**src/rtl/pwm_regs_pkg.sv**
```systemverilog
// pwm_regs_pkg
// Shared register-map constants for the PWM register bank and its counter:
//   - register addresses as seen on the SPI addr_reg bus
//   - CTRL bit positions
//   - presc_max(): terminal prescaler count for a CTRL prescale code
// Optional feature macro PWM_IRQ_EN only affects users of CTRL_IRQ_EN/CTRL_IRQ_FLAG.
package pwm_regs_pkg;

  localparam logic [1:0] ADDR_CTRL   = 2'd0;
  localparam logic [1:0] ADDR_PERIOD = 2'd1;
  localparam logic [1:0] ADDR_DUTY   = 2'd2;
  localparam logic [1:0] ADDR_STATUS = 2'd3;

  localparam int CTRL_EN        = 0;
  localparam int CTRL_POL       = 1;
  localparam int CTRL_PRESC_LSB = 2;
  localparam int CTRL_PRESC_MSB = 3;
  localparam int CTRL_IRQ_EN    = 4;
  localparam int CTRL_IRQ_FLAG  = 7;

  // Prescale code 0..3 selects divide by 1/2/4/8; tick fires at (2^code)-1.
  function automatic logic [2:0] presc_max(input logic [1:0] sel);
    logic [2:0] m;
    case (sel)
      2'd0:    m = 3'd0;
      2'd1:    m = 3'd1;
      2'd2:    m = 3'd3;
      default: m = 3'd7;
    endcase
    return m;
  endfunction

endpackage

```
**src/rtl/pwm_counter.sv**
```systemverilog
// pwm_counter
// Prescaler, 8-bit period counter, double-buffered PERIOD/DUTY shadows and
// the duty compare that produces the registered PWM output.
// Ports:
//   clk, rst_n          system clock, async active-low reset
//   en, pol, presc_sel  CTRL fields (enable, polarity, prescale code)
//   period, duty        programmed register values (shadowed at wrap)
//   pwm_out             registered PWM output
//   cnt                 live counter value (STATUS)
//   wrap                one-clk pulse on every enabled wrap (PWM_IRQ_EN builds only)
module pwm_counter
  import pwm_regs_pkg::*;
#(
  parameter logic [7:0] RST_PERIOD = 8'hFF,
  parameter logic [7:0] RST_DUTY   = 8'h00
) (
  input  logic       clk,
  input  logic       rst_n,
  input  logic       en,
  input  logic       pol,
  input  logic [1:0] presc_sel,
  input  logic [7:0] period,
  input  logic [7:0] duty,
  output logic       pwm_out,
  output logic [7:0] cnt
`ifdef PWM_IRQ_EN
  ,
  output logic       wrap
`endif
);

  logic [2:0] presc_q, presc_d;
  logic [7:0] cnt_q, cnt_d;
  logic [7:0] period_act_q, period_act_d;
  logic [7:0] duty_act_q, duty_act_d;
  logic       pwm_q, pwm_d;
  logic       tick;
  logic       wrap_s;

  always_comb begin
    presc_d      = presc_q;
    cnt_d        = cnt_q;
    period_act_d = period_act_q;
    duty_act_d   = duty_act_q;
    pwm_d        = pwm_q;
    tick         = 1'b0;
    wrap_s       = 1'b0;
    if (!en) begin
      // Idle: shadows follow the registers so enabling starts with fresh values.
      presc_d      = 3'd0;
      cnt_d        = 8'd0;
      period_act_d = period;
      duty_act_d   = duty;
      pwm_d        = pol;
    end else begin
      // A prescale change simply moves the terminal count; a prescaler already
      // past the new terminal rolls over through 7 before it matches.
      tick    = (presc_q == presc_max(presc_sel));
      presc_d = tick ? 3'd0 : presc_q + 3'd1;
      if (tick) begin
        if (cnt_q == period_act_q) begin
          cnt_d        = 8'd0;
          period_act_d = period;
          duty_act_d   = duty;
          wrap_s       = 1'b1;
        end else begin
          cnt_d = cnt_q + 8'd1;
        end
      end
      pwm_d = (cnt_q < duty_act_q) ^ pol;
    end
  end

  always_ff @(posedge clk or negedge rst_n) begin
    if (!rst_n) begin
      presc_q      <= 3'd0;
      cnt_q        <= 8'd0;
      period_act_q <= RST_PERIOD;
      duty_act_q   <= RST_DUTY;
      pwm_q        <= 1'b0;
    end else begin
      presc_q      <= presc_d;
      cnt_q        <= cnt_d;
      period_act_q <= period_act_d;
      duty_act_q   <= duty_act_d;
      pwm_q        <= pwm_d;
    end
  end

  assign pwm_out = pwm_q;
  assign cnt     = cnt_q;
`ifdef PWM_IRQ_EN
  assign wrap    = wrap_s;
`endif

endmodule

```
**src/rtl/pwm_reg_bank.sv**
```systemverilog
// pwm_reg_bank
// SPI-facing register bank (CTRL/PERIOD/DUTY/STATUS) driving one PWM channel.
// Ports:
//   clk, rst_n   system clock, async active-low reset
//   addr_reg     register address from SPI slave
//   data_wr      write data from SPI slave
//   wr_en        write request level; one write per rising edge of wr_en
//   data_rd      combinational read data of the addressed register
//   pwm_out      registered PWM output
//   irq          registered interrupt (only when PWM_IRQ_EN is defined)
// Macro PWM_IRQ_EN adds CTRL[4] irq enable, CTRL[7] sticky wrap flag and irq.
module pwm_reg_bank
  import pwm_regs_pkg::*;
#(
  parameter logic [7:0] RST_PERIOD = 8'hFF,
  parameter logic [7:0] RST_DUTY   = 8'h00
) (
  input  logic       clk,
  input  logic       rst_n,
  input  logic [1:0] addr_reg,
  input  logic [7:0] data_wr,
  input  logic       wr_en,
  output logic [7:0] data_rd,
  output logic       pwm_out
`ifdef PWM_IRQ_EN
  ,
  output logic       irq
`endif
);

  logic [3:0] ctrl_lo_q, ctrl_lo_d;
  logic [7:0] period_q, period_d;
  logic [7:0] duty_q, duty_d;
  logic       wr_en_q, wr_en_d;
  logic       wr_pulse;
  logic [7:0] cnt;
  logic [7:0] ctrl_rd;

  // wr_en is a level that may persist for many clocks; act only on its rise.
  assign wr_pulse = wr_en & ~wr_en_q;

  always_comb begin
    wr_en_d   = wr_en;
    ctrl_lo_d = ctrl_lo_q;
    period_d  = period_q;
    duty_d    = duty_q;
    if (wr_pulse) begin
      case (addr_reg)
        ADDR_CTRL:   ctrl_lo_d = data_wr[CTRL_PRESC_MSB:CTRL_EN];
        ADDR_PERIOD: period_d  = data_wr;
        ADDR_DUTY:   duty_d    = data_wr;
        default:     ;
      endcase
    end
  end

  always_ff @(posedge clk or negedge rst_n) begin
    if (!rst_n) begin
      wr_en_q   <= 1'b0;
      ctrl_lo_q <= 4'd0;
      period_q  <= RST_PERIOD;
      duty_q    <= RST_DUTY;
    end else begin
      wr_en_q   <= wr_en_d;
      ctrl_lo_q <= ctrl_lo_d;
      period_q  <= period_d;
      duty_q    <= duty_d;
    end
  end

`ifdef PWM_IRQ_EN
  logic wrap;
  logic irq_en_q, irq_en_d;
  logic irq_flag_q, irq_flag_d;
  logic irq_q, irq_d;
  logic flag_clr;

  always_comb begin
    flag_clr = wr_pulse && (addr_reg == ADDR_CTRL) && data_wr[CTRL_IRQ_FLAG];
    irq_en_d = irq_en_q;
    if (wr_pulse && (addr_reg == ADDR_CTRL)) begin
      irq_en_d = data_wr[CTRL_IRQ_EN];
    end
    // A wrap in the same clock as a clear keeps the flag set.
    irq_flag_d = wrap | (irq_flag_q & ~flag_clr);
    // Registered from next-state values so irq always matches CTRL[7]&CTRL[4].
    irq_d      = irq_flag_d & irq_en_d;
  end

  always_ff @(posedge clk or negedge rst_n) begin
    if (!rst_n) begin
      irq_en_q   <= 1'b0;
      irq_flag_q <= 1'b0;
      irq_q      <= 1'b0;
    end else begin
      irq_en_q   <= irq_en_d;
      irq_flag_q <= irq_flag_d;
      irq_q      <= irq_d;
    end
  end

  assign irq     = irq_q;
  assign ctrl_rd = {irq_flag_q, 2'b00, irq_en_q, ctrl_lo_q};
`else
  assign ctrl_rd = {4'b0000, ctrl_lo_q};
`endif

  always_comb begin
    data_rd = 8'd0;
    case (addr_reg)
      ADDR_CTRL:   data_rd = ctrl_rd;
      ADDR_PERIOD: data_rd = period_q;
      ADDR_DUTY:   data_rd = duty_q;
      ADDR_STATUS: data_rd = cnt;
      default:     data_rd = 8'd0;
    endcase
  end

  pwm_counter #(
    .RST_PERIOD (RST_PERIOD),
    .RST_DUTY   (RST_DUTY)
  ) u_pwm_counter (
    .clk       (clk),
    .rst_n     (rst_n),
    .en        (ctrl_lo_q[CTRL_EN]),
    .pol       (ctrl_lo_q[CTRL_POL]),
    .presc_sel (ctrl_lo_q[CTRL_PRESC_MSB:CTRL_PRESC_LSB]),
    .period    (period_q),
    .duty      (duty_q),
    .pwm_out   (pwm_out),
    .cnt       (cnt)
`ifdef PWM_IRQ_EN
    ,
    .wrap      (wrap)
`endif
  );

endmodule

```
**config.mk**
```make
export PLATFORM = sky130hd
export DESIGN_NAME = pwm_reg_bank
export DESIGN_NICKNAME = d
export VERILOG_FILES = /design/src/rtl/pwm_regs_pkg.sv /design/src/rtl/pwm_counter.sv /design/src/rtl/pwm_reg_bank.sv
export SDC_FILE = /design/constraint.sdc
export NUM_CORES = 1
export LEC_CHECK = 0
export ABC_AREA = 1
export CORE_AREA = 2 2 98 100
export CTS_CLUSTER_DIAMETER = 60
export DETAILED_ROUTE_END_ITERATION = 8
export DIE_AREA = 0 0 100 102
export PLACE_DENSITY_LB_ADDON = 0.05
export SYNTH_ARGS = -nofsm -noshare
export SYNTH_HDL_FRONTEND = slang
export SYNTH_SLANG_ARGS = --single-unit
```
**constraint.sdc**
```tcl
create_clock -name clk -period 1.87 [get_ports clk]
set_clock_uncertainty 0.2 [all_clocks]
set_input_delay 0.2805 -clock clk [delete_from_list [all_inputs] [get_ports clk]]
set_output_delay 0.2805 -clock clk [all_outputs]
set_load 0.1 [all_outputs]
```
==> qor.csv <==
stage,metric,value,unit
timing,hold_ws,0.2517,ns
route,DR pass1 iterations,4,
critical_path,"Buf+Inv Stages, Crit Path",1,
power,Seq pwr share,42.0,%
yosys,Synth Cell Area,2691,µm²
critical_path,nature of the critical path endpoint,primary output,
grt,GRT Total Usage,14.53,%
yosys,syn_nets,349,
route,vias per inst,4.483,
timing,Max-slew headroom,76.21,%
route,Routed Antenna Nets,0,
cells_and_area,FILL cells,955,
power,maximum vdd drop,319.5,µV
grt,number of global-route vias before repair,2164,
yosys,number of enable flip-flop cells after synthesis,0,
timing,fin crit period,1.819,ns
yosys,Netlist cell types,29,
yosys,Mapped Cells,327,
power,PwrDens,1184,nW/µm²
cells_and_area,post-layout util,37.35,%
floorplanning,Die Wd,100,µm
yosys,Synth Flop Type,dfrtp_1,
clock_network,Clock Latency Late Sink,0.31,ns
timing,Fmax,0.5496,GHz
cells_and_area,area of the multi-input gates,1274,µm²
cells_and_area,Non-Filler Instances,480,
cells_and_area,Final Net Count,391,
timing,Setup WS post-layout,0.05056,ns
floorplanning,# rows,35,
critical_path,CP max stage delay,0.56,ns
power,clock power share,16.0,%
timing,Worst Tran Pin Value,0.3553,ns
route,DRC,0,
floorplanning,io pins,22,
yosys,multiplexer share of the synthesized area,0,%
floorplanning,CORE AREA,9109,µm²
clock_network,Num CTS Buffers,5,
critical_path,critical path class,reg -> out,
yosys,Post-Syn Area per Cell,8.230,µm²
job,maxcap violations,0,
min_path,Hold Path Class,in -> reg,
cells_and_area,synthesis-to-layout area growth,26.41,%
timing,setup violators final,0,
yosys,largest family of logic cells by synthesized area,simple AND/OR/NAND/NOR gates,
timing,"Slew Viols, Final",0,
yosys,number of synthesis warnings,0,
power,sw power,1672,µW
critical_path,Worst EP arrival,1.34,ns
power,logic gate share of total power,42.0,%
timing,RSZ-0062 raised after global routing,true,
grt,antenna violations before repair,0,
placed_design,PortBufs,21,
clock_network,Max Root-Sink Buffers,2,
yosys,leading post-synthesis cells by cell area,"dfrtp_1 31%, nand2_1 17%, dfstp_2 16%",
yosys,simple-gate share of the synthesized area,31.06,%
critical_path,R2R Setup Slk,0.11,ns
yosys,Post-synth top cells,"120 x nand2_1, 33 x dfrtp_1, 31 x inv_1",
clock_network,clk root buf,clkbuf_8,
clock_network,H-tree levels,2,
yosys,leading area contributor after synthesis,dfrtp_1,
timing,fin crit share,97.30,%
route,Total Wirelength,6779,µm
critical_path,crit-path cells,"nand2_1, o211ai_1, buf_12",
critical_path,Crit path max-delay family,flip-flops,
cells_and_area,n_diodes,0,
placed_design,detailed placement HPWL,5073,µm
power,Leakage,0.001681,µW
yosys,Adder-Cell Fraction of Synth Area,4.184,%
power,internal power,2357,µW
yosys,Seq cells post-synth,49,
yosys,post-synthesis compound-gate area fraction,5.718,%
yosys,most common cell in the netlist,nand2_1,
yosys,post-synthesis xor/xnor area fraction,4.510,%
cells_and_area,FF/Latch Area,1254,µm²
placed_design,pre-CTS WS,-0.2444,ns
power,Net Sw Frac,41.50,%
route,wire length per cell,14.12,µm
critical_path,CP max-delay cell,dfstp_2,
route,initial detailed-routing violation count,47,
grt,first-pass GRT wire length,11450,µm
route,detailed-route via count,2152,
critical_path,Setup crit start kind,register,
grt,global route overflow,0,
clock_network,CTS Sinks,49,
timing,hold violation count in the final report,0,
critical_path,worst endpoint required time,1.39,ns
yosys,fraction of registers with async set or reset after synthesis,100.0,%
clock_network,Worst-path clk slew,0.10,ns
timing,setup tns final,0,ns
floorplanning,Die Y,102,µm
yosys,Yosys top cell area share,30.68,%
placed_design,routability cong.,0.7786,
run_status,status,"complete, no violations",
critical_path,critical-path maximum fanout,3,
cells_and_area,share of cells above drive strength 1,24.66,%
clock_network,CTS tree,yes,
grt,largest net degree at the start of global routing,50,
floorplanning,full die area,10200,µm²
yosys,sequential area share after synthesis,46.30,%
floorplanning,Initial Utilization,29.55,%
placed_design,placed cell count,469,
-- kinds of logic (layout without fill, tap and decap cells) --
group                      after synthesis  after routing
buffers and inverters                   44             86
AOI/OAI and AO/OA                       28             28
and+or+nand+nor                        184            184
xor gates and xnor gates                13             13
DFF                                     49             49
adders and majority gates                9              9
-- state kept, by name, summed over array words and instances, names as in the netlist --
signal / count
duty_q: 8
period_q: 8
u_pwm_counter.cnt: 8
u_pwm_counter.duty_act_q: 8
u_pwm_counter.period_act_q: 8
ctrl_lo_q: 4
u_pwm_counter.presc_q: 3
u_pwm_counter.pwm_out: 1
wr_en_q: 1
-- routing by layer --
layer | track usage (%) | part of all wire (%) | vias to the layer above
met5 | 0 | 0 | -
met4 | 3.793 | 0.94 | 0
met3 | 2.257 | 2.0 | 5
met2 | 23.54 | 47 | 25
met1 | 20.42 | 50 | 998
li1 | - | - | 1124
-- final cells by class --
type,count,area share [%]
multi-input cells,234,37.44
clock inverters,2,0.4781
flip-flops and latches,49,36.85
inverters,34,3.751
repair buffers,45,15.37
well taps,111,4.082
clock buffers,5,2.023
-- stage by stage --
step / area (µm²) / total power, µW
floorplan: 2718 / 2845
global placement: 3258 / 3385
detailed placement: 3258 / 3394
CTS: 3363 / 4065
global route: 3402 / 4344
finish: 3402 / 4029
-- cells in the final DEF, fill, tap and decap left out, types with 2 or more instances in the layout --
cell	synthesis	routed
xor2_1	6	6
buf_12	1	12
inv_1	31	30
nand4_1	11	11
inv_2	2	3
dfstp_2	16	16
a21oi_1	2	2
nor2_1	11	11
dfrtp_1	33	27
nor2_2	3	2
dfrtp_2	0	6
clkbuf_2	0	2
clkdlybuf4s50_1	0	9
ha_1	9	8
xnor2_1	6	6
nand2_1	120	119
clkbuf_8	0	5
o21ai_0	21	21
nor2_4	1	2
nand3_1	22	22
nand3b_1	2	2
buf_4	2	19
o211ai_1	2	2
nand2_8	2	2
nand2_2	11	12
-- power groups by stage --
| stage | logic (µW) | clock network [µW] | registers, µW |
|---|---|---|---|
| 2_1_floorplan | 1160 | 0 | 1680 |
| 5_1_grt | 1900 | 717 | 1730 |
| 3_5_place_dp | 1680 | 0 | 1710 |
| 3_3_place_gp | 1680 | 0 | 1710 |
| 4_1_cts | 1690 | 679 | 1700 |
| 6_report | 1690 | 644 | 1690 |
-- final timing paths --
kind,start,endpoint,cells after the start
setup / recovery,period_q[7],data_rd[7],3
hold / removal,wr_en,wr_en_q,1
setup reg to reg,ctrl_lo_q[2],u_pwm_counter.period_act_q[0],7
hold reg to reg,u_pwm_counter.period_act_q[2],u_pwm_counter.period_act_q[2],2
max in group asynchronous,rst_n,u_pwm_counter.period_act_q[0],3
min in group asynchronous,rst_n,duty_q[3],3
-- timing repair --
action / in CTS / in global routing
hold endpoints to repair: 33 / 0
endpoints found under the setup margin: 8 / 9
gates resized for setup: 6 / 11
pin swaps: 1 / 2
cloned: 0 / 0
setup buffers: 1 / 2
hold buffers: 1 / 0
Power figures use the tool's default switching activity.
